## config.mk

```make
export PLATFORM = sky130hd
export DESIGN_NAME = sv32_tlb_array
export DESIGN_NICKNAME = d
export VERILOG_FILES = /design/src/rtl/sv32_tlb_array_pkg.sv /design/src/rtl/sv32_tlb_array_plru_tree.sv /design/src/rtl/sv32_tlb_array.sv
export SDC_FILE = /design/constraint.sdc
export NUM_CORES = 2
export LEC_CHECK = 0
export ABC_AREA = 1
export CAP_MARGIN = 40
export CORE_ASPECT_RATIO = 0.5
export CORE_MARGIN = 1
export CORE_UTILIZATION = 40
export CTS_CLUSTER_DIAMETER = 150
export DETAILED_ROUTE_END_ITERATION = 6
export PLACE_DENSITY = 0.65
export SLEW_MARGIN = 20
export SYNTH_ARGS = -nofsm -noshare
export SYNTH_HDL_FRONTEND = slang
export SYNTH_SLANG_ARGS = --single-unit
```

## constraint.sdc

```tcl
create_clock -name clk -period 6.2 [get_ports clk]
set_input_delay 0.62 -clock clk [delete_from_list [all_inputs] [get_ports clk]]
set_output_delay 0.62 -clock clk [all_outputs]
set_load 0.1 [all_outputs]
```

## src/rtl/sv32_tlb_array_pkg.sv

```systemverilog
// Shared Sv32 translation types: PTE layout, TLB entry and per-instance TLB geometry.
package sv32_tlb_array_pkg;

  localparam int VPN_WIDTH  = 20;
  localparam int VPN1_WIDTH = 10;
  localparam int VPN0_WIDTH = 10;
  localparam int ASID_WIDTH = 9;
  localparam int PPN1_WIDTH = 12;
  localparam int PPN0_WIDTH = 10;

  typedef struct packed {
    logic [PPN1_WIDTH-1:0] ppn1;
    logic [PPN0_WIDTH-1:0] ppn0;
    logic [1:0]            rsw;
    logic                  d;
    logic                  a;
    logic                  g;
    logic                  u;
    logic                  x;
    logic                  w;
    logic                  r;
    logic                  v;
  } pte_t;

  // Tag is held at full VPN width; bits above an instance's tag width stay zero.
  typedef struct packed {
    logic                  v;
    logic [VPN_WIDTH-1:0]  tag;
    logic [ASID_WIDTH-1:0] asid;
    pte_t                  pte;
  } tlb_entry_t;

  typedef enum logic {
    FLUSH_IDLE,
    FLUSH_WALK
  } flush_state_e;

  localparam int ITLB_4K_ENTRIES = 16;
  localparam int ITLB_4K_ASSOC   = 4;
  localparam int ITLB_4M_ENTRIES = 4;
  localparam int ITLB_4M_ASSOC   = 2;
  localparam int DTLB_4K_ENTRIES = 32;
  localparam int DTLB_4K_ASSOC   = 4;
  localparam int DTLB_4M_ENTRIES = 8;
  localparam int DTLB_4M_ASSOC   = 2;

endpackage

```

## src/rtl/sv32_tlb_array_plru_tree.sv

```systemverilog
// Tree pseudo-LRU for one set: a node bit of 1 means the colder half is the upper-index subtree.
module plru_tree #(
  parameter int ASSOC = 4
) (
  input  logic                     clk,
  input  logic                     rst_n,
  input  logic                     touch_en,
  input  logic [$clog2(ASSOC)-1:0] touch_way,
  output logic [$clog2(ASSOC)-1:0] victim
);

  localparam int LEVELS = $clog2(ASSOC);
  localparam int NODES  = ASSOC - 1;

  logic [NODES-1:0] state_q, state_d;

  always_comb begin
    int               node;
    logic [NODES-1:0] sh;
    node = 0;
    sh   = '0;
    for (int l = 0; l < LEVELS; l++) begin
      sh   = state_q >> node;
      node = 2 * node + (sh[0] ? 2 : 1);
    end
    victim = LEVELS'(node - NODES);
  end

  // Walking the touched way's path, every node is pointed at the sibling subtree.
  always_comb begin
    int                  node;
    logic [LEVELS-1:0]   wsh;
    logic [NODES-1:0]    mask;
    state_d = state_q;
    node    = 0;
    wsh     = '0;
    mask    = '0;
    if (touch_en) begin
      for (int l = 0; l < LEVELS; l++) begin
        wsh  = touch_way >> (LEVELS - 1 - l);
        mask = NODES'(1) << node;
        if (wsh[0]) state_d = state_d & ~mask;
        else        state_d = state_d | mask;
        node = 2 * node + (wsh[0] ? 2 : 1);
      end
    end
  end

  always_ff @(posedge clk or negedge rst_n) begin
    if (!rst_n) state_q <= '0;
    else        state_q <= state_d;
  end

endmodule

```

## src/rtl/sv32_tlb_array.sv

```systemverilog
// Set-associative Sv32 TLB array: registered lookup, fill with PLRU replacement,
// and a set-by-set SFENCE.VMA walk filtered by ASID and/or VA.
module sv32_tlb_array
  import sv32_tlb_array_pkg::*;
#(
  parameter int NUM_ENTRIES = 16,
  parameter int ASSOC       = 4,
  parameter int SUPERPAGE   = 0
) (
  input  logic                  clk,
  input  logic                  rst_n,
  input  logic                  req_valid,
  output logic                  req_ready,
  input  logic [VPN_WIDTH-1:0]  req_vpn,
  input  logic [ASID_WIDTH-1:0] req_asid,
  output logic                  resp_valid,
  output logic                  resp_hit,
  output pte_t                  resp_pte,
  input  logic                  fill_valid,
  input  logic [VPN_WIDTH-1:0]  fill_vpn,
  input  logic [ASID_WIDTH-1:0] fill_asid,
  input  pte_t                  fill_pte,
  input  logic                  flush_valid,
  output logic                  flush_ready,
  input  logic                  flush_asid_en,
  input  logic [ASID_WIDTH-1:0] flush_asid,
  input  logic                  flush_va_en,
  input  logic [VPN_WIDTH-1:0]  flush_vpn
);

  localparam int NUM_SETS    = NUM_ENTRIES / ASSOC;
  localparam int SET_BITS    = $clog2(NUM_SETS);
  localparam int INDEX_WIDTH = (SET_BITS < 1) ? 1 : SET_BITS;
  localparam int TAG_WIDTH   = ((SUPERPAGE != 0) ? VPN1_WIDTH : VPN_WIDTH) - SET_BITS;
  localparam int WAY_W       = $clog2(ASSOC);
  localparam logic [VPN_WIDTH-1:0] SET_MASK = VPN_WIDTH'(NUM_SETS - 1);
  localparam logic [VPN_WIDTH-1:0] TAG_MASK = VPN_WIDTH'((1 << TAG_WIDTH) - 1);

  function automatic logic [VPN_WIDTH-1:0] page_bits(logic [VPN_WIDTH-1:0] vpn);
    return (SUPERPAGE != 0) ? (vpn >> VPN0_WIDTH) : vpn;
  endfunction

  function automatic logic [INDEX_WIDTH-1:0] idx_of(logic [VPN_WIDTH-1:0] vpn);
    logic [VPN_WIDTH-1:0] m;
    m = page_bits(vpn) & SET_MASK;
    return INDEX_WIDTH'(m);
  endfunction

  function automatic logic [VPN_WIDTH-1:0] tag_of(logic [VPN_WIDTH-1:0] vpn);
    return (page_bits(vpn) >> SET_BITS) & TAG_MASK;
  endfunction

  function automatic logic entry_match(tlb_entry_t e, logic [VPN_WIDTH-1:0] tag,
                                       logic [ASID_WIDTH-1:0] asid);
    return e.v && (e.tag == tag) && (e.pte.g || (e.asid == asid));
  endfunction

  tlb_entry_t entries_q [NUM_SETS][ASSOC];
  logic [WAY_W-1:0] victim [NUM_SETS];

  flush_state_e          state_q, state_d;
  logic [INDEX_WIDTH-1:0] cnt_q;
  logic                  asid_en_q, va_en_q;
  logic [ASID_WIDTH-1:0] fasid_q;
  logic [VPN_WIDTH-1:0]  ftag_q;
  logic                  walk_last;
  logic [ASSOC-1:0]      clr;

  logic                  req_fire, fill_do;
  logic [INDEX_WIDTH-1:0] lk_idx, fl_idx;
  logic [VPN_WIDTH-1:0]  lk_tag, fl_tag;
  logic                  lk_hit;
  logic [WAY_W-1:0]      lk_way;
  pte_t                  lk_pte;
  logic                  fl_match, fl_free;
  logic [WAY_W-1:0]      fl_match_way, fl_free_way, fill_way;
  tlb_entry_t            fill_entry;

  logic                  resp_valid_q, resp_hit_q;
  pte_t                  resp_pte_q;
  logic [INDEX_WIDTH-1:0] resp_set_q;
  logic [WAY_W-1:0]      resp_way_q;

  assign req_ready   = (state_q == FLUSH_IDLE);
  assign flush_ready = (state_q == FLUSH_IDLE);
  assign req_fire    = req_valid && req_ready;
  assign fill_do     = fill_valid && (state_q == FLUSH_IDLE);
  assign resp_valid  = resp_valid_q;
  assign resp_hit    = resp_hit_q;
  assign resp_pte    = resp_pte_q;

  // Descending scans leave the lowest matching way selected.
  always_comb begin
    lk_idx = idx_of(req_vpn);
    lk_tag = tag_of(req_vpn);
    lk_hit = 1'b0;
    lk_way = '0;
    lk_pte = '0;
    for (int w = ASSOC - 1; w >= 0; w--) begin
      if (entry_match(entries_q[lk_idx][w], lk_tag, req_asid)) begin
        lk_hit = 1'b1;
        lk_way = WAY_W'(w);
        lk_pte = entries_q[lk_idx][w].pte;
      end
    end
    if ((SUPERPAGE != 0) && lk_hit) lk_pte.ppn0 = req_vpn[VPN0_WIDTH-1:0];
  end

  always_comb begin
    fl_idx       = idx_of(fill_vpn);
    fl_tag       = tag_of(fill_vpn);
    fl_match     = 1'b0;
    fl_match_way = '0;
    fl_free      = 1'b0;
    fl_free_way  = '0;
    for (int w = ASSOC - 1; w >= 0; w--) begin
      if (entry_match(entries_q[fl_idx][w], fl_tag, fill_asid)) begin
        fl_match     = 1'b1;
        fl_match_way = WAY_W'(w);
      end
      if (!entries_q[fl_idx][w].v) begin
        fl_free     = 1'b1;
        fl_free_way = WAY_W'(w);
      end
    end
    fill_way = fl_match ? fl_match_way : (fl_free ? fl_free_way : victim[fl_idx]);
    fill_entry      = '0;
    fill_entry.v    = 1'b1;
    fill_entry.tag  = fl_tag;
    fill_entry.asid = fill_asid;
    fill_entry.pte  = fill_pte;
    if (SUPERPAGE != 0) fill_entry.pte.ppn0 = '0;
  end

  always_comb begin
    state_d   = state_q;
    walk_last = va_en_q || (cnt_q == INDEX_WIDTH'(NUM_SETS - 1));
    clr       = '0;
    case (state_q)
      FLUSH_IDLE: if (flush_valid) state_d = FLUSH_WALK;
      FLUSH_WALK: if (walk_last)   state_d = FLUSH_IDLE;
      default:                     state_d = FLUSH_IDLE;
    endcase
    if (state_q == FLUSH_WALK) begin
      for (int w = 0; w < ASSOC; w++) begin
        clr[w] = entries_q[cnt_q][w].v
               && (!asid_en_q || ((entries_q[cnt_q][w].asid == fasid_q) && !entries_q[cnt_q][w].pte.g))
               && (!va_en_q || (entries_q[cnt_q][w].tag == ftag_q));
      end
    end
  end

  always_ff @(posedge clk or negedge rst_n) begin
    if (!rst_n) begin
      state_q   <= FLUSH_IDLE;
      cnt_q     <= '0;
      asid_en_q <= 1'b0;
      va_en_q   <= 1'b0;
      fasid_q   <= '0;
      ftag_q    <= '0;
    end else begin
      state_q <= state_d;
      if (state_q == FLUSH_IDLE && flush_valid) begin
        cnt_q     <= flush_va_en ? idx_of(flush_vpn) : '0;
        asid_en_q <= flush_asid_en;
        va_en_q   <= flush_va_en;
        fasid_q   <= flush_asid;
        ftag_q    <= tag_of(flush_vpn);
      end else if (state_q == FLUSH_WALK) begin
        cnt_q <= cnt_q + INDEX_WIDTH'(1);
      end
    end
  end

  // Fills only happen while idle and clears only while walking, so the two never collide.
  always_ff @(posedge clk or negedge rst_n) begin
    if (!rst_n) begin
      for (int s = 0; s < NUM_SETS; s++)
        for (int w = 0; w < ASSOC; w++)
          entries_q[s][w] <= '0;
    end else begin
      if (fill_do) entries_q[fl_idx][fill_way] <= fill_entry;
      for (int w = 0; w < ASSOC; w++)
        if (clr[w]) entries_q[cnt_q][w].v <= 1'b0;
    end
  end

  always_ff @(posedge clk or negedge rst_n) begin
    if (!rst_n) begin
      resp_valid_q <= 1'b0;
      resp_hit_q   <= 1'b0;
      resp_pte_q   <= '0;
      resp_set_q   <= '0;
      resp_way_q   <= '0;
    end else begin
      resp_valid_q <= req_fire;
      resp_hit_q   <= req_fire && lk_hit;
      resp_pte_q   <= req_fire ? lk_pte : '0;
      resp_set_q   <= lk_idx;
      resp_way_q   <= lk_way;
    end
  end

  // A hit is credited to PLRU in its response cycle unless a fill lands in the same set.
  for (genvar s = 0; s < NUM_SETS; s++) begin : g_set
    logic             touch_en;
    logic [WAY_W-1:0] touch_way;

    always_comb begin
      touch_en  = 1'b0;
      touch_way = resp_way_q;
      if (fill_do && (fl_idx == INDEX_WIDTH'(s))) begin
        touch_en  = 1'b1;
        touch_way = fill_way;
      end else if (resp_valid_q && resp_hit_q && (resp_set_q == INDEX_WIDTH'(s))) begin
        touch_en  = 1'b1;
      end
    end

    plru_tree #(.ASSOC(ASSOC)) u_plru (
      .clk      (clk),
      .rst_n    (rst_n),
      .touch_en (touch_en),
      .touch_way(touch_way),
      .victim   (victim[s])
    );
  end

endmodule

```

Word level (Yosys, flattened, before mapping). Cells that the tools add are included.

Register bits: 1074. Output and inout bits: 36. Word-level logic and storage cells: 499.

$add $sub $neg: 9. Magnitude comparators: 7. Equal/unequal tests: 31. Shifts and indexed selects: 8. Multiplexer cells: 108. Bitwise gates (word level): 17. Reductions and logical operators: 70.

Operator list (number): $bwmux W992 (5); $mux W992 (5); $demux W248 S2 (5); $mux W248 (8); $bmux W248 S2 (3); $eq A20 B18 Y1 (12); $mux W186 (1); $mux W32 (5); $shl A1 B32 Y3 const A (4); $demux W62 S2 (1); $mux W124 (1); $mux W62 (2); $eq A9 B9 Y1 (12); $mux W2 (35); $logic_and A1 B1 Y1 (44); $mux W1 (26); $mux W3 (8); $logic_or A1 B1 Y1 (17); $and A3 B3 Y3 (4); $ge A3 B3 Y1 const B (4); $not A2 Y3 (4); $not A3 Y3 (4); $or A3 B3 Y3 (4); $shr A3 B2 Y1 (4); other kinds (13) (32).

Depth between registers and ports, before layout.
Word-level depth: 29. Gate-level depth with buffers: 25.

Cells and area by module. Synthesis repeated with hierarchy kept, for this count alone.

Cell total of the unflattened synthesis: 8975. Area, all modules: 61595.3 µm².

By module, submodules not included: sv32_tlb_array (instances 1, cells an instance 8899, area each 61039.8 µm²); plru_tree (instances 4, cells an instance 19, area each 138.9 µm²).

Least setup slack after synthesis. OpenSTA, ideal clock, no wires.

Path kind: input to register. Start: input port fill_vpn[0]. End: register with a tool-made name. Arrival time: 2756 ps. Slack: 3312 ps. Stages: 20. Buffers on the path: 7. Path through: buf_4 -> buf_6 -> buf_6 -> buf_4 -> o21ai_1 -> nand2_1 -> nand2_1 -> xor2_1 -> nand3_1 -> nor2_1 -> nor2_1 -> nor2_1 -> nand2_2 -> nand2_2 -> buf_6 -> nand3_2 -> buf_4 -> buf_2 -> nand2_1 -> o21ai_1.

RTL lines: from (decl) (RTL line sv32_tlb_array.sv:20) `input logic [VPN_WIDTH-1:0] fill_vpn,`.

Worst setup path after layout.
Start: input port req_vpn[0]. End: register resp_pte_q, in the netlist resp_pte[5].

Cells in the longest elaborated chain, start to end: 12. Elaborated cells on any way between the ends: 29.

RTL lines: from (decl) (RTL line sv32_tlb_array.sv:14) `input logic [VPN_WIDTH-1:0] req_vpn,`; $not A2 Y3 (not written as such) * (RTL line sv32_tlb_array.sv:100, sv32_tlb_array.sv:103); $bmux W248 S2 * (RTL line sv32_tlb_array.sv:100, sv32_tlb_array.sv:103); $mux W248 (not written as such) * (2 in series) (RTL line sv32_tlb_array.sv:103) `lk_pte = entries_q[lk_idx][w].pte;`; $eq A20 B18 Y1 or $eq A9 B9 Y1 (tied branches) (RTL line sv32_tlb_array.sv:55) `return e.v && (e.tag == tag) && (e.pte.g || (e.asid == asid));`; $logic_and A1 B1 Y1 or $logic_or A1 B1 Y1 (tied branches) (RTL line sv32_tlb_array.sv:55); $logic_and A1 B1 Y1 (RTL line sv32_tlb_array.sv:55); $mux W32 (3 in series) (RTL line sv32_tlb_array.sv:100) `if (entry_match(entries_q[lk_idx][w], lk_tag, req_asid)) begin`; $mux W32 * (RTL line sv32_tlb_array.sv:100); $mux W32 * (RTL line sv32_tlb_array.sv:198) `resp_pte_q <= req_fire ? lk_pte : '0;`; to (signal assigned) (RTL line sv32_tlb_array.sv:198); to (decl) (RTL line sv32_tlb_array.sv:80) `pte_t resp_pte_q;`.

Mark *: on every way between the ends. The rest lies on a longest branch, timed or not. The select of a mux whose other input is x is not followed. A chain may end at the register's enable or synchronous reset.

==> flow_summary.yaml <==
status:
  status: "finished, violations left"
  failed_checks: "design-rule violations"
place:
  place.gp.congestion: 1.05
  portBuffers: 161
  dp_cells: 10200
  dp_hpwl_um: 151000
pwr:
  power_density_nw_per_um2: 458
  total_power_uw: 31100
  swShare_pct: 42.2
  power_frac_clock_pct: 22.3
  switchingPower_uw: 13100
  p_leak_uw: 0.0318
  irDropWorstVdd_v: 0.000319
  pwr-share-seq_pct: 40.4
  comb_power_share_pct: 37.3
  p_int_uw: 18000
route:
  vias_per_cell: 5.64
  drcViolationCount: 2
  wl_um: 231000
  num_vias: 58800
  drt_iter0_markers: 7201
  drtAntennaViolNets: 0
  wl_per_cell_um: 22.2
  firstDrtPassIters: 7
worst_setup_path:
  rr_endpoint: "resp_pte[14]"
  cp_data_required_time_ns: 6.79
  worstRegToRegCells: 14
  r2r_slack_ns: 2.32
  r2r-start: "entries_q[61]"
  cp-end-kind: "flip-flop"
  path_max_fanout: 104
  critPathKind: "in -> reg"
  setup.worst_path.start_class: "primary input"
  crit_arrival_ns: 5.06
clock_tree:
  clkTransAtPathRegs_ns: 0.07
  numCtsBuffers: 104
  cts_hold_buf: 1
  cts.path.max_buffers: 3
  cts.sinks: 1074
  cts_tree: "yes"
  clkLatencyLatePin_ns: 0.77
  cts-resized-gates: 0
  cts-root-buf: "clkbuf_16"
  cts_max_level: 3
  cts_setup_buffers: 0
logic_synthesis:
  syn-num-nets: 8656
  synthFlopType: "dfrtp_1"
  syn_area_per_cell_sq_um: 7.04
  yosys.area.top_type: "dfrtp_1"
  synth.most_common_cell: "nand2_1"
  ys_seq_elements: 1074
  synth_area_sq_um: 60000
  syn-instance-count: 8526
  netlist_top_cells_area: "dfrtp_1, nand2_1, o21ai_0, a21oi_1, o21ai_1"
  ys_seq_area_share_pct: 44.8
  netlist_top_cells_count: "nand2_1, o21ai_0, dfrtp_1"
  synth-edff-count: 0
  ys_async_sr_fraction_pct: 100
  yosysUniqueCellTypes: 48
  ys_warn_count: 0
  synth_top_cell_area_share_pct: 44.8
timing:
  holdWs_ns: 0.393
  max-slew-margin-rel_pct: 31.5
  finClkSkew_ns: 0.0622
  setup_viol: 0
  hold_violations: 0
  min_period_ns: 4.47
  slew_viol_final: 0
  fmax_ghz: 0.224
  finalSetupTns_ns: 0
  period_share_pct: 72.2
  rsz0062_at_grt: "false"
  max_slew.worst_pin.slew_ns: 1.02
die:
  rows: 100
  core-area_sq_um: 149000
  io_pins: 162
  die_x_um: 550
  die-height_um: 276
  die_area_sq_um: 152000
  start_util_pct: 40.3
cells_and_area:
  n_antenna_cell: 0
  layout.cells.non_filler: 10400
  fillCellCount: 15100
  syn_to_final_growth_pct: 12.9
  final_util_pct: 45.5
  nNetsFinal: 8465
  layout-drive-gt1-share_pct: 5.27
grt:
  grt_pass1_vias: 53200
  antenna_found_initial: 5
  overflow: 0
  grt_max_degree: 185
  grtUsageTotal_pct: 30.0
  grt_pass1_wl_um: 346000
min_path:
  worstHoldStart: "flush_vpn[9]"
  hold_path.class: "in -> reg"
  whs_endpoint: "ftag_q[7]"
  whs_path_depth: 3
job:
  maxCapViolCount: 0
## routing by layer
metal  GRT usage, %  up-vias  wire, um
li1               -    27400         -
met1           40.9    27800     96900
met2           45.5     3026     98200
met3           5.12      612     21100
met4           16.8        2     14600
met5              0        -        13
## power groups by stage
stage	Clock, uW	Sequential, uW	Combinational [uW]
2_1_floorplan	0	11800	8130
3_3_place_gp	0	12500	11000
3_5_place_dp	0	12600	11300
4_1_cts	7020	12500	11300
5_1_grt	7280	12900	12900
6_report	6940	12600	11600
## metrics by stage
step                      setup WS [ns]  instance area [sq um]
after global routing               1.68                  67800
after floorplan                    3.31                  60000
after detailed placement           1.17                  64000
after global placement             1.18                  63100
after CTS                          1.97                  67700
final                              1.73                  67800
## worst max-delay path, stage by stage
cell and delay [ns]:
buf_8 0.51, buf_4 0.79, a21oi_1 0.19, nor2_1 0.27, o21ai_0 0.13, nor2_1 0.14, nand3_1 0.08, nor2_1 0.12
nand2_1 0.06, nor3_1 0.79, nand2_2 0.23, buf_4 0.31, o21ai_0 0.11, inv_1 0.06, a21oi_1 0.52
## cell usage in the layout, fill, tap and decap left out, drive strengths merged, types with 66 or more instances in the layout
cell type      instances
o21ai               1614
nand3                380
xor2                 123
o22ai                 66
inv                  493
a21oi                490
nor2                 409
clkdlybuf4s50        156
nand2               3019
buf                  202
dfrtp               1074
clkbuf               158
## how the worst max path moves through the flow
| stage | cells past startpoint | from | end | slack, ns |
|---|---|---|---|---|
| after floorplan | 20 | fill_vpn[0] | flip-flop | 3.31 |
| after global placement | 18 | fill_vpn[0] | flip-flop | 1.18 |
| after detailed placement | 14 | req_vpn[1] | resp_pte[14] | 1.17 |
| after CTS | 14 | req_vpn[1] | resp_pte[14] | 1.97 |
| after global routing | 20 | fill_vpn[0] | flip-flop | 1.68 |
| final | 15 | req_vpn[0] | resp_pte[5] | 1.73 |
## logic make-up (layout without fill, tap and decap cells)
kind of cell    Yosys count  in the layout  synth area share (%)
simple gates           3885           3885                  25.5
compound gates         2283           2283                  19.9
buf+inv                1148           1048                  7.87
flops                  1074           1074                  44.8
xor+xnor                132            132                  1.93
fa+ha+maj                 4              4                0.0834
## final cells by class
cell class / count / area [sq um] / area share (%)
Clock buffer: 157 / 3140 / 4.64
Timing Repair Buffer: 360 / 4240 / 6.26
Tap cell: 1989 / 2490 / 3.67
Inverter: 491 / 1870 / 2.76
Multi-Input combinational cell: 6304 / 28600 / 42.2
Clock inverter: 40 / 556 / 0.820
Sequential cell: 1074 / 26900 / 39.7
Note: power is estimated with default switching activity, not from simulation.
